`src/rtl/xbtn_ctrl.sv`:
```
// xbtn_ctrl: memory-mapped push-button / switch peripheral.
// Each raw input is synchronised (2 FFs), debounced (DEBOUNCE_CYC stable
// cycles), and its rising/falling edges are latched in sticky flags.
// Register map: 0 LEVEL (RO), 1 PRESS (read-clears), 2 REL (W1C), 3 CTRL.
// Optional feature macro: BTN_IRQ_EN -- adds the CTRL mask/enable register
// and a registered interrupt; without it CTRL reads 0 and irq is tied low.
// With BTN_IRQ_EN the enable bit sits at CTRL[NB], so NB must be below DATA_W.
module xbtn_ctrl #(
  parameter int NB           = 4,
  parameter int DEBOUNCE_CYC = 1000,
  parameter int DATA_W       = 32
) (
  input  logic              clk,
  input  logic              rst,
  input  logic              sel,
  input  logic              we,
  input  logic [1:0]        addr,
  input  logic [DATA_W-1:0] data_in,
  output logic [DATA_W-1:0] data_out,
  input  logic [NB-1:0]     btn,
  output logic              irq
);

  localparam int CW = $clog2(DEBOUNCE_CYC + 1);
  localparam logic [CW-1:0] CNT_LAST = CW'(DEBOUNCE_CYC - 1);

  localparam logic [1:0] A_LEVEL = 2'd0;
  localparam logic [1:0] A_PRESS = 2'd1;
  localparam logic [1:0] A_REL   = 2'd2;

  logic [NB-1:0] r_s1;
  logic [NB-1:0] r_s2;
  logic [NB-1:0] r_lvl;
  logic [NB-1:0] r_press;
  logic [NB-1:0] r_rel;
  logic [CW-1:0] r_cnt [NB];

  logic [CW-1:0] w_cnt_nxt [NB];
  logic [NB-1:0] w_toggle;
  logic [NB-1:0] w_rise;
  logic [NB-1:0] w_fall;
  logic [NB-1:0] w_w1c;
  logic          w_wr;
  logic          w_rd_press;

  // Only the low NB bits (plus the enable bit with BTN_IRQ_EN) of a write
  // carry meaning; fold the whole bus here so the rest is visibly ignored.
  logic w_unused_data;
  assign w_unused_data = ^data_in;

  // Two-stage synchroniser for the asynchronous button inputs.
  always_ff @(posedge clk) begin
    if (rst) begin
      r_s1 <= '0;
      r_s2 <= '0;
    end else begin
      // NOTE: non-blocking so r_s2 takes the old r_s1; blocking here would
      // collapse the chain into a single flop.
      r_s1 <= btn;
      r_s2 <= r_s1;
    end
  end

  // Debounce decision: count consecutive cycles the synchronised input
  // disagrees with the accepted level; toggle on the DEBOUNCE_CYC-th one.
  always_comb begin
    for (int i = 0; i < NB; i++) begin
      // NOTE: defaults first so every path assigns every output; a missing
      // else branch would otherwise infer a latch.
      w_toggle[i]  = 1'b0;
      w_cnt_nxt[i] = '0;
      if (r_s2[i] != r_lvl[i]) begin
        if (r_cnt[i] == CNT_LAST) begin
          w_toggle[i] = 1'b1;
        end else begin
          w_cnt_nxt[i] = r_cnt[i] + 1'b1;
        end
      end
    end
  end

  // Accepted level and per-bit stability counters.
  always_ff @(posedge clk) begin
    if (rst) begin
      r_lvl <= '0;
      // NOTE: the counter array is cleared explicitly so a reset in the
      // middle of a debounce window discards the partial count.
      for (int i = 0; i < NB; i++) begin
        r_cnt[i] <= '0;
      end
    end else begin
      r_lvl <= r_lvl ^ w_toggle;
      for (int i = 0; i < NB; i++) begin
        r_cnt[i] <= w_cnt_nxt[i];
      end
    end
  end

  assign w_rise     = w_toggle & ~r_lvl;
  assign w_fall     = w_toggle &  r_lvl;
  assign w_wr       = sel & we;
  assign w_rd_press = sel & ~we & (addr == A_PRESS);
  assign w_w1c      = (w_wr && (addr == A_REL)) ? data_in[NB-1:0] : '0;

  // Sticky edge flags; a new edge in the same cycle as a clear wins.
  always_ff @(posedge clk) begin
    if (rst) begin
      r_press <= '0;
      r_rel   <= '0;
    end else begin
      r_press <= (w_rd_press ? '0 : r_press) | w_rise;
      r_rel   <= (r_rel & ~w_w1c) | w_fall;
    end
  end

`ifdef BTN_IRQ_EN
  localparam logic [1:0] A_CTRL = 2'd3;

  logic [NB-1:0] r_mask;
  logic          r_en;
  logic          r_irq;

  // Interrupt mask/enable register and the registered interrupt request.
  always_ff @(posedge clk) begin
    if (rst) begin
      r_mask <= '0;
      r_en   <= 1'b0;
      r_irq  <= 1'b0;
    end else begin
      if (w_wr && (addr == A_CTRL)) begin
        r_mask <= data_in[NB-1:0];
        r_en   <= data_in[NB];
      end
      r_irq <= r_en & (|(r_press & r_mask));
    end
  end

  assign irq = r_irq;
`else
  assign irq = 1'b0;
`endif

  // Read mux, combinational from addr; unused upper bits read as 0.
  always_comb begin
    data_out = '0;
    case (addr)
      A_LEVEL: data_out[NB-1:0] = r_lvl;
      A_PRESS: data_out[NB-1:0] = r_press;
      A_REL:   data_out[NB-1:0] = r_rel;
      default: begin
`ifdef BTN_IRQ_EN
        data_out[NB-1:0] = r_mask;
        data_out[NB]     = r_en;
`endif
      end
    endcase
  end

endmodule

```
`config.mk`:
```
export PLATFORM = sky130hd
export DESIGN_NAME = xbtn_ctrl
export DESIGN_NICKNAME = d
export VERILOG_FILES = /design/src/rtl/xbtn_ctrl.sv
export SDC_FILE = /design/constraint.sdc
export NUM_CORES = 1
export LEC_CHECK = 0
export CORE_ASPECT_RATIO = 1.4
export CORE_MARGIN = 2
export CORE_UTILIZATION = 30
export DETAILED_ROUTE_END_ITERATION = 12
export PLACE_DENSITY = 0.63
export SLEW_MARGIN = 20
export SYNTH_ARGS = -nofsm -noshare
export SYNTH_HDL_FRONTEND = slang
export SYNTH_SLANG_ARGS = --single-unit
```
`constraint.sdc`:
```
create_clock -name clk -period 1.5 [get_ports clk]
set_input_delay 0.225 -clock clk [delete_from_list [all_inputs] [get_ports clk]]
set_output_delay 0.225 -clock clk [all_outputs]
set_load 0.005 [all_outputs]
```
==> impl_results.md, run 1 <==
* Avg WL per Cell at 11.10 µm
* Largest delay contributor family on the critical path: buffers and inverters
* Worst Path Required at 1270 ps
* Min-Delay Startpoint: r_s1[3]
* # clock sinks at 60
* Area contributors post-synth: dfxtp_1, buf_4, nor2_1
* Net Switching at 728.7 µW
* Final #Nets at 400
* H-tree levels at 3
* Post-Syn Area at 0.002774 mm²
* Maximum clock path buffer count at 2
* # port buffers at 17
* N_diodes at 0
* Post-synth EDFFs at 0
* DIE HEIGHT at 117.8 µm
* Sequential share of power at 43.4%
* Post-route DRC violation count at 0
* Worst setup EP type: output pin
* Critical Path Max Stage Delay at 480 ps
* Cell count after placement at 449
* Main flop type after synthesis: dfxtp_1
* Post-synthesis sequential area ratio at 43.30%
* Fmax at 702.4 MHz
* Clk pwr share at 52.9%
* Final Hold Fails at 0
* DR vias/cell at 4.647
* PwrDens at 1083 mW/mm²
* First-pass GRT wire length at 8797 µm
* CP Buf/Inv Count at 3
* Crit start category: input pin
* Clk pin slew, worst setup/hold paths at 50 ps
* Final RePlAce weighted congestion at 0.7792
* Post-DP HPWL at 3826 µm
* Setup CP Type: in -> out
* Fraction of layout cells with a size suffix above 1 at 16.76%
* Worst-path maximum fanout at 5
* Total gr overflow at 0
* Synth warn at 0
* Post-route clock period utilization at 94.92%
* Max Cap Viol at 0
* Largest net degree at the start of global routing at 16
* Die width at 85.27 µm
* Setup_tns at 0 ps
* Yosys cell types at 48
* Final clock skew at 5.212 ps
* CP startpoint: addr[0]
* Logic gate share of total power at 3.7%
* Sw Ratio at 19.55%
* Die ar. at 0.01004 mm²
* Area delta synth->final at 24.09%
* Max VDD drop at 0.6369 mV
* Most common cell in the netlist: dfxtp_1
* Total core area at 0.009029 mm²
* ANT nets after route at 0
* Worst hold slack at 435.2 ps
* Period minus WS final at 1424 ps
* All-Layer GR Usage at 11.06%
* Drt pass-1 iters at 4
* Final Max Tran Viols at 0
* IO Pins at 75
* Yosys top cell by area: dfxtp_1
* Initial antenna violation count at 0
* Asr flop ratio synth at 0%
* Synth top cells by count: dfxtp_1, nor2_1, buf_4, nand2_1, nand3_1
* Vias in the first global route at 2078
* Detailed Route WL at 5162 µm
* Worst hold path class: reg -> reg
* Final core utilization at 38.12%
* Status: completed
* Worst path slowest cell: clkdlybuf4s50_1
* FP Rows at 41
* Leakage at 0.001343 µW
* FF-to-FF Start: r_cnt[2][1]
* Worst path cell trace: clkdlybuf4s50_1 > nor2b_4 > buf_6 > nand2_1 > o21ai_0 > buf_2
* Mapped Cells at 307
* Cts bufs inserted at 9
* Final Setup Violations at 0
* Synthesis-stage register bit count at 60
* Initial DRC Count at 78
* CTS root buffer: clkbuf_16
* Syn avg cell area at 9.036 µm²
* DR vias at 2161
* Yosys top cell area share at 43.30%
* CTS tree: yes
* WP data arrival at 1200 ps
* Worst skew pair latency at 320 ps
* Internal power at 2998 µW
* Starting density of the core at 30.72%
* Non-Filler Instances at 465
sequential cells by signal (all words and copies together) (netlist names), named ones only:
name and cells:
r_cnt 40, r_press 4, r_rel 4, r_s1 4, r_s2 4
layout by cell type (no fill, tap or decap), drive strengths merged, types with 3 or more instances in the layout:
cell	n
dfxtp	60
nor2	39
conb	29
nand2	29
buf	29
nand3	16
clkbuf	13
xor2	12
clkdlybuf4s50	12
xnor2	11
nor2b	10
and3	9
a21oi	8
mux2i	7
nand2b	6
nand4	5
a31oi	5
a21o	5
and4	5
o21ai	4
ha	4
inv	3
a2bb2oi	3
o211ai	3
o31ai	3
or3	3
nor3	3
layer usage:
layer	routed length (µm)	GRT usage, %
met4	125	5.952
met1	2225	12.00
met3	291	4.137
met5	0	0
met2	2521	18.36
cell type report:
cell class	count	area [µm²]
multi-input combinational	238	1456
timing repair buffer	42	352.8
clock inverter	2	35.03
inverter	3	11.26
sequential	60	1202
clock buffer	13	250.2
fill	913	5587
tap	107	133.9
power by group through the flow:
stage	Clock (µW)	Combinational [µW]	Sequential [µW]
after floorplan	0	118	1650
after global placement	0	133	1650
after detailed placement	0	134	1650
after CTS	2030	134	1620
after global routing	2100	154	1620
final	1970	137	1620
per-stage QoR:
step | power, µW | instance area, µm² | setup slack (ps)
after floorplan | 1764 | 2879 | 51.10
after global placement | 1781 | 3129 | -328.8
after detailed placement | 1783 | 3129 | -365.0
after CTS | 3785 | 3393 | 38.68
after global routing | 3871 | 3442 | -16.85
final | 3727 | 3442 | 76.23
logic make-up after synthesis:
kind of cell             share of synthesized area, %
XOR/XNOR                                        7.262
AO/OA/AOI/OAI                                   9.608
adder cells (fa/ha/maj)                         1.804
flip-flops                                      43.30
buffers and inverters                           9.292
multiplexers                                    2.526
AND/OR/NAND/NOR                                 26.07
other                                          0.1352
timing repair:
item,4_1_cts,5_1_grt
pin swaps,0,2
resized for setup,18,13
buffers inserted,0,1
hold buffers,0,0
setup endpoints to repair,7,18
cloned,0,0
worst paths after layout:
| path | to | slack (ps) | depth (start not counted) |
|---|---|---|---|
| max | data_out[3] | 80 | 6 |
| min | r_s2[3] | 440 | 1 |
| max reg2reg | r_cnt[2][8] | 80 | 5 |
| min reg2reg | r_s2[3] | 440 | 1 |
(Power assumes the default switching activity.)
==> run 2, diff against run 1 <==
--- a/config.mk
+++ b/config.mk
@@ -5,12 +5,13 @@
 export SDC_FILE = /design/constraint.sdc
 export NUM_CORES = 1
 export LEC_CHECK = 0
-export CORE_ASPECT_RATIO = 1.4
 export CORE_MARGIN = 2
 export CORE_UTILIZATION = 30
+export CTS_CLUSTER_SIZE = 16
 export DETAILED_ROUTE_END_ITERATION = 12
 export PLACE_DENSITY = 0.63
 export SLEW_MARGIN = 20
 export SYNTH_ARGS = -nofsm -noshare
 export SYNTH_HDL_FRONTEND = slang
 export SYNTH_SLANG_ARGS = --single-unit
+export TNS_END_PERCENT = 50
==> run 2 against run 1 <==
Against the previous run: first-iteration DRC count decreased by 2.6%; utilization decreased by 0.80 points; fmax decreased by 2.0%; die area decreased by 0.11%; clock skew increased by 2.4 ps; register-to-register slack got worse by 30 ps; clock-buffer cell count decreased by 3; critical endpoint unchanged.
==> impl_results.md, run 2 (synthesized netlist as in run 1, its figures left out) <==
* Max Cap Viol at 0 (unchanged)
* # clock sinks at 60 (unchanged)
* WP data arrival at 1230 ps (was 1200 ps)
* DR vias/cell at 4.446 (was 4.647)
* Avg WL per Cell at 11.11 µm (was 11.10 µm)
* Post-DP HPWL at 3756 µm (was 3826 µm)
* Worst Path Required at 1270 ps (about the same)
* Crit start category: flip-flop (was input pin)
* H-tree levels at 3 (unchanged)
* Most frequent cells in the layout: dfxtp_1, nor2_1, conb_1, buf_4, nand2_1 (was dfxtp_1, nor2_1, conb_1)
* Initial antenna violation count at 0 (unchanged)
* Final clock skew at 7.594 ps (was 5.212 ps)
* PwrDens at 967.5 mW/mm² (was 1083 mW/mm²)
* Starting density of the core at 30.45% (was 30.72%)
* Fraction of layout cells with a size suffix above 1 at 17.96% (was 16.76%)
* FP Rows at 35 (was 41)
* Worst-path maximum fanout at 2 (was 5)
* Setup CP Type: reg -> out (was in -> out)
* DP Area at 0.003144 mm² (was 0.003129 mm²)
* Largest net degree at the start of global routing at 11 (was 16)
* DR vias at 2103 (was 2161)
* Worst hold path class: in -> reg (was reg -> reg)
* Max reg flops at 40 (unchanged)
* FF-to-FF setup slack at 50 ps (was 80 ps)
* Status: completed (unchanged)
* N_diodes at 0 (unchanged)
* Fmax at 688.5 MHz (was 702.4 MHz)
* Design Area, Final at 0.003400 mm² (was 0.003442 mm²)
* DIE HEIGHT at 100.2 µm (was 117.8 µm)
* Biggest register: r_cnt (unchanged)
* CTS tree: yes (unchanged)
* Die width at 100.2 µm (was 85.27 µm)
* All-Layer GR Usage at 11.61% (was 11.06%)
* Period minus WS final at 1452 ps (was 1424 ps)
* Commonest non-fill, non-tap cell in the layout: dfxtp_1 (unchanged)
* CTS root buffer: clkbuf_8 (was clkbuf_16)
* Total gr overflow at 0 (unchanged)
* First-pass GRT wire length at 9135 µm (was 8797 µm)
* Cts bufs inserted at 9 (unchanged)
* Worst setup EP type: output pin (unchanged)
* Total core area at 0.009109 mm² (was 0.009029 mm²)
* Final Max Tran Viols at 0 (unchanged)
* Final core utilization at 37.32% (was 38.12%)
* Clk pin slew, worst setup/hold paths at 70 ps (was 50 ps)
* Leakage at 0.001329 µW (was 0.001343 µW)
* Die ar. at 0.01003 mm² (was 0.01004 mm²)
* Max VDD drop at 0.4877 mV (was 0.6369 mV)
* Vias in the first global route at 2031 (was 2078)
* # port buffers at 17 (unchanged)
* Initial DRC Count at 76 (was 78)
* RSZ-0062 raised after global routing: yes
* Maximum clock path buffer count at 2 (unchanged)
* Final RePlAce weighted congestion at 0.7678 (was 0.7792)
* Detailed Route WL at 5254 µm (was 5162 µm)
* Drt pass-1 iters at 4 (unchanged)
* Post-route DRC violation count at 0 (unchanged)
* Worst skew pair latency at 330 ps (was 320 ps)
* Final Setup Violations at 0 (unchanged)
* Final #Nets at 404 (was 400)
* Area delta synth->final at 22.55% (was 24.09%)
* Post-route clock period utilization at 96.83% (was 94.92%)
* Worst hold slack at 441.8 ps (was 435.2 ps)
* ANT nets after route at 0 (unchanged)
* Final Hold Fails at 0 (unchanged)
* IO Pins at 75 (unchanged)
run 2: cell type report:
class / instances / area (µm²)
fill: 922 / 5709
sequential: 60 / 1206
multi-input combinational: 238 / 1453
tap: 111 / 138.9
clock inverter: 5 / 77.57
inverter: 3 / 11.26
timing repair buffer: 46 / 385.4
clock buffer: 10 / 127.6
run 2: worst paths after layout:
path	startpoint	end	cells after the start
max	r_rel[3]	data_out[3]	4
min	btn[1]	r_s1[1]	2
max reg2reg	r_cnt[3][1]	r_cnt[3][7]	5
min reg2reg	r_s1[2]	r_s2[2]	1
run 2: critical path, stage by stage (launching register included):
cell	delay, ps
dfxtp_1	310
mux2i_1	130
o21ai_1	70
buf_4	130
dlygate4sd2_1	250
run 2: per-stage QoR:
step	std cells	setup TNS [ps]	setup WS [ps]	total power, µW
finish	473	0	47.55	3289
global route	473	-163.9	-55.05	3429
CTS	473	0	4.379	3340
detailed placement	456	-3219	-510.6	1775
global placement	456	-3384	-514.5	1774
floorplan	335	0	51.10	1764
run 2: repair_timing:
item | 4_1_cts | 5_1_grt
resized for setup | 14 | 12
setup buffers | 2 | 0
hold endpoints to repair | 0 | 0
hold buffers | 0 | 0
setup endpoints to repair | 4 | 26
run 2: metal layers:
layer  routed length (µm)  vias to the layer above  global-route usage (%)
li1                     -                     1108                       -
met1                 2608                      939                   15.03
met2                 2330                       54                   17.35
met3                  285                        2                   4.875
met4                   29                        0                   4.110
met5                    0                        -                       0
run 2: report_power, final:
part	total [µW]	internal, µW	switching (µW)
combinational	132	66.4	66.0
clock	1540	921	622
sequential	1610	1610	7.99
==> edit 1 (settings of run 2) <==
The parameter `DEBOUNCE_CYC` goes from 1000 to 2000.
--- a/src/rtl/xbtn_ctrl.sv
+++ b/src/rtl/xbtn_ctrl.sv
@@ -7,7 +7,7 @@
 // With BTN_IRQ_EN the enable bit sits at CTRL[NB], so NB must be below DATA_W.
 module xbtn_ctrl #(
   parameter int NB           = 4,
-  parameter int DEBOUNCE_CYC = 1000,
+  parameter int DEBOUNCE_CYC = 2000,
   parameter int DATA_W       = 32
 ) (
   input  logic              clk,
Check against the original RTL: no difference found for any inputs over 10 cycles, from zero or initial values and one cycle with rst high; that may be too few to reach the edited logic, so the function may still have changed.
==> edit 1 against run 2 <==
- maximum frequency is 3.5% higher
- sequential power grew 7%
- synthesized cell count is 7.8% higher
- area after synthesis up 6.5%
- routed wire length is 1.5% higher
- sequential share of layout area about the same
- final cell count is 9.9% higher
- final area up 6.3%
- power up 6.4%
- sequential cell count increased by 4
- setup slack improved by 0.049 ns
- combinational power is essentially flat
- global-route usage down 0.28 points
- largest power group unchanged
==> edit 1: results (changes against run 2) <==
Setup path
  – Critical Path Sink: r_cnt[1][10]$_SDFF_PP0_ (was data_out[3])
  – Worst r2r path cells: 6 (was 5)
  – Crit-path max FO: 4 (was 2)
  – Worst reg2reg startpoint: r_cnt[1][1]$_SDFF_PP0_ (was r_cnt[3][1]$_SDFF_PP0_)
  – Internal reg-to-reg setup slack: 0.1 ns (was 0.05 ns)
  – R2R Path End: r_cnt[1][10]$_SDFF_PP0_ (was r_cnt[3][7]$_SDFF_PP0_)

Cells and area
  – Nets: 429 (was 404)
  – Max reg flops: 44 (was 40)
  – Share of cells above drive strength 1: 0.176 (was 0.180)

Logic synthesis
  – Synth top cells by count: dfxtp_1, nor2_1, buf_4, xnor2_1, nand2_1 (was dfxtp_1, nor2_1, buf_4, nand2_1, nand3_1)
  – Mean Syn Cell Area: 8.92 um2 (was 9.04 um2)
  – Sequential fraction of the synthesis area: 0.434 (was 0.433)

Route
  – Via/cell ratio: 4.15 (was 4.45)
  – Total Routed Length: 5330 um (was 5250 um)
  – Wire length per cell: 10.3 um (was 11.1 um)

Place
  – Placed instance count: 504 (was 456)
  – RePlAce Congestion: 0.761 (was 0.768)
  – HPWL after detailed placement: 3850 um (was 3760 um)

GRT
  – Largest net degree at the start of global routing: 12 (was 11)
  – Gr usage total: 0.113 (was 0.116)
  – Number of global-route vias before repair: 2039 (was 2031)

Run status
  – Outcome: complete, no violations (unchanged)

Power
  – LEAKAGE: 0.00130 uW (was 0.00133 uW)
  – Worst VDD drop: 0.427 mV (was 0.488 mV)

STA
  – Final Skew: 0.00614 ns (was 0.00759 ns)
==> edit 1: cell types whose count changed in the layout (fill, tap and decap cells not counted), moves of 5 or more <==
cell and change:
dfxtp_1 +7, xnor2_1 +15, and3_1 -6, nor3_1 +5
inv_1 +9, a21oi_1 -8, nor2_1 +23
==> edit 1: layer usage <==
metal | vias up | global-route usage | share of wire
met5 | - | 0 | 0
met4 | 0 | 0.0607 | 0.020
met3 | 8 | 0.0370 | 0.052
met2 | 51 | 0.165 | 0.44
met1 | 973 | 0.149 | 0.49
li1 | 1124 | - | -
==> edit 1: final cells by class <==
type | count | area [um2]
Clock buffer | 12 | 155
Clock inverter | 3 | 65.1
Fill cell | 964 | 6070
Inverter | 12 | 45.0
Multi-Input combinational cell | 247 | 1510
Sequential cell | 64 | 1280
Tap cell | 133 | 166
Timing Repair Buffer | 49 | 388
==> edit 1: critical path: stages, from the launching register on <==
cell	delay, ns
dfxtp_1	0.36
ha_2	0.21
nand3_2	0.12
buf_4	0.17
nor2_1	0.14
mux2i_1	0.20
a31oi_1	0.09
==> edit 1: logic make-up after synthesis <==
family | after synthesis | share of synthesized area
and+or+nand+nor | 154 | 0.268
AOI/OAI and AO/OA | 12 | 0.0292
adders and majority gates | 4 | 0.0169
other | 1 | 0.00127
DFF | 64 | 0.434
muxes | 9 | 0.0305
buffers and inverters | 48 | 0.105
xor gates and xnor gates | 39 | 0.116
==> edit 1: per-stage QoR <==
stage	hold WS (ns)	setup WS (ns)	cell area, um2	total power [uW]
after detailed placement	0.432	-0.538	3360	1890
after CTS	0.428	0.0292	3570	3540
after floorplan	0.353	0.0200	3060	1880
after global routing	0.422	-0.00547	3610	3640
after global placement	0.427	-0.544	3360	1890
final	0.439	0.0970	3610	3500
==> edit 1: worst min path at each step <==
stage                            endpoint                   from
detailed placement  r_press[1]$_SDFF_PP0_  r_press[1]$_SDFF_PP0_
CTS                    r_s1[0]$_SDFF_PP0_                 btn[0]
floorplan              r_s1[0]$_SDFF_PP0_                 btn[0]
finish              r_press[2]$_SDFF_PP0_  r_press[2]$_SDFF_PP0_
global placement       r_s2[0]$_SDFF_PP0_     r_s1[0]$_SDFF_PP0_
global route           r_s1[0]$_SDFF_PP0_                 btn[0]
==> edit 1: what timing repair did <==
action / in CTS / in global routing
hold buffers: 0 / 0
setup buffers: 0 / 1
gates resized for setup: 23 / 9
endpoints found under the setup margin: 11 / 29
pin swaps: 0 / 3
cloned: 0 / 0
==> edit 1: where the power goes <==
part / leakage [uW] / total (uW) / switching [uW] / internal [uW]
clock network: 0.000112 / 1650 / 634 / 1020
logic: 0.000673 / 132 / 68.6 / 63.1
registers: 0.000518 / 1720 / 8.14 / 1710
==> edit 2 (config.mk and constraints of run 2) <==
Made on the original files. Add an input register stage for `btn`, with the module's reset; this delays it by one clock. The other inputs are not delayed to match.
--- a/src/rtl/xbtn_ctrl.sv
+++ b/src/rtl/xbtn_ctrl.sv
@@ -28,6 +28,16 @@
   localparam logic [1:0] A_PRESS = 2'd1;
   localparam logic [1:0] A_REL   = 2'd2;
 
+  logic [NB-1:0] btn_q;
+
+  always_ff @(posedge clk) begin
+    if (rst) begin
+      btn_q <= '0;
+    end else begin
+      btn_q <= btn;
+    end
+  end
+
   logic [NB-1:0] r_s1;
   logic [NB-1:0] r_s2;
   logic [NB-1:0] r_lvl;
@@ -56,7 +66,7 @@
     end else begin
       // NOTE: non-blocking so r_s2 takes the old r_s1; blocking here would
       // collapse the chain into a single flop.
-      r_s1 <= btn;
+      r_s1 <= btn_q;
       r_s2 <= r_s1;
     end
   end
Behaviour: no difference found for any inputs over 10 cycles, from zero or initial values and one cycle with rst high; that may be too few to reach the edited logic, so the function may still have changed.
==> edit 2 against run 2 <==
- global-route usage shrank 0.39 points
- non-clock buffer count shrank 7
- final area grew 1.8%
- power shrank 0.71%
- routed wire length grew 1.4%
- sequential cell count grew 4
- setup slack gained 0.0065 ns
- via count shrank 0.48%
- area after synthesis grew 3.7%
- largest power group unchanged
==> edit 2: results (changes against run 2) <==
Cells and area
  – Fillers: 942 (was 922)
  – Non-clk buf share: 0.0965 (was 0.113)
  – Nonclk buf count: 39 (was 46)
  – Share of cells above drive strength 1: 0.168 (was 0.180)
  – Post-Layout Cell Count: 492 (was 473)

Power
  – Worst VDD drop: 0.310 mV (was 0.488 mV)
  – LEAKAGE: 0.00132 uW (was 0.00133 uW)
  – Switch share: 0.224 (was 0.212)

Place
  – RePlAce Congestion: 0.803 (was 0.768)
  – Pre-CTS setup slack: -0.554 ns (was -0.511 ns)
  – Cell Area, Placed: 3240 um2 (was 3140 um2)

STA
  – Part of the cycle the worst path needs: 0.964 (was 0.968)

Setup path
  – Crit-path max FO: 3 (was 2)
  – Delay-heaviest family, CP: simple AND/OR/NAND/NOR gates (was buffers and inverters)
  – Critical Path Sink: r_cnt[0][7]$_SDFF_PP0_ (was data_out[3])

Logic synthesis
  – Compound-gate portion of the synthesized area: 0.0891 (was 0.0961)
  – Mux contribution to synthesized area: 0.0243 (was 0.0253)
  – Synth top cells by count: dfxtp_1, nor2_1, buf_4, nand2_1, nand3_1 (unchanged)
  – Cells after Synth: 314 (was 307)
  – Synth area leaders: dfxtp_1, buf_4, nor2_1 (unchanged)

GRT
  – Number of global-route vias before repair: 2007 (was 2031)
  – First-pass GRT wire length: 9030 um (was 9140 um)

Route
  – Initial DRC count: 106 (was 76)
  – Wire length per cell: 10.8 um (was 11.1 um)
  – Via count: 2093 (was 2103)

Run status
  – Outcome: complete, no violations (unchanged)
-- edit 2: cell count changes after synthesis, sizes merged, moves of 2 or more --
cell / delta
dfxtp: +4
nor2: +4
nor2b: +4
xnor2: +4
inv: +3
nand2: -3
a31oi: -2
and3: -2
nand4: -2
xor2: -2
-- edit 2: what timing repair did --
item / 4_1_cts / 5_1_grt
endpoints found under the setup margin: 10 / 16
endpoints found under the hold margin: 0 / 0
setup buffers: 0 / 1
cloned: 0 / 0
resized for setup: 21 / 11
pin swaps: 0 / 1
-- edit 2: metal layers --
layer,up-vias,wire length [um],track usage,share of wire
met5,-,0,0,0
met4,0,131,0.0708,0.025
met3,10,222,0.0315,0.042
met2,40,2330,0.171,0.44
met1,942,2640,0.140,0.50
li1,1101,-,-,-
-- edit 2: power by group through the flow --
stage               Combinational, uW  Clock [uW]  Sequential (uW)
floorplan                         112           0             1760
global placement                  124           0             1760
detailed placement                126           0             1760
CTS                               127        1460             1720
global route                      145        1530             1720
finish                            127        1420             1720
-- edit 2: cell families after synthesis --
group / after synthesis
compound gates: 36
xor+xnor: 25
fa+ha+maj: 4
buf+inv: 40
flops: 64
mux: 7
other cells: 1
simple gates: 137
-- edit 2: how the worst min path moves through the flow --
| stage | from | slack [ns] | endpoint |
|---|---|---|---|
| finish | r_s1[2]$_SDFF_PP0_ | 0.44 | r_s2[2]$_SDFF_PP0_ |
| global route | btn[1] | 0.45 | btn_q[1]$_SDFF_PP0_ |
| CTS | btn[3] | 0.42 | btn_q[3]$_SDFF_PP0_ |
| detailed placement | r_s1[2]$_SDFF_PP0_ | 0.42 | r_s2[2]$_SDFF_PP0_ |
| global placement | btn_q[2]$_SDFF_PP0_ | 0.43 | r_s1[2]$_SDFF_PP0_ |
| floorplan | btn[0] | 0.35 | btn_q[0]$_SDFF_PP0_ |
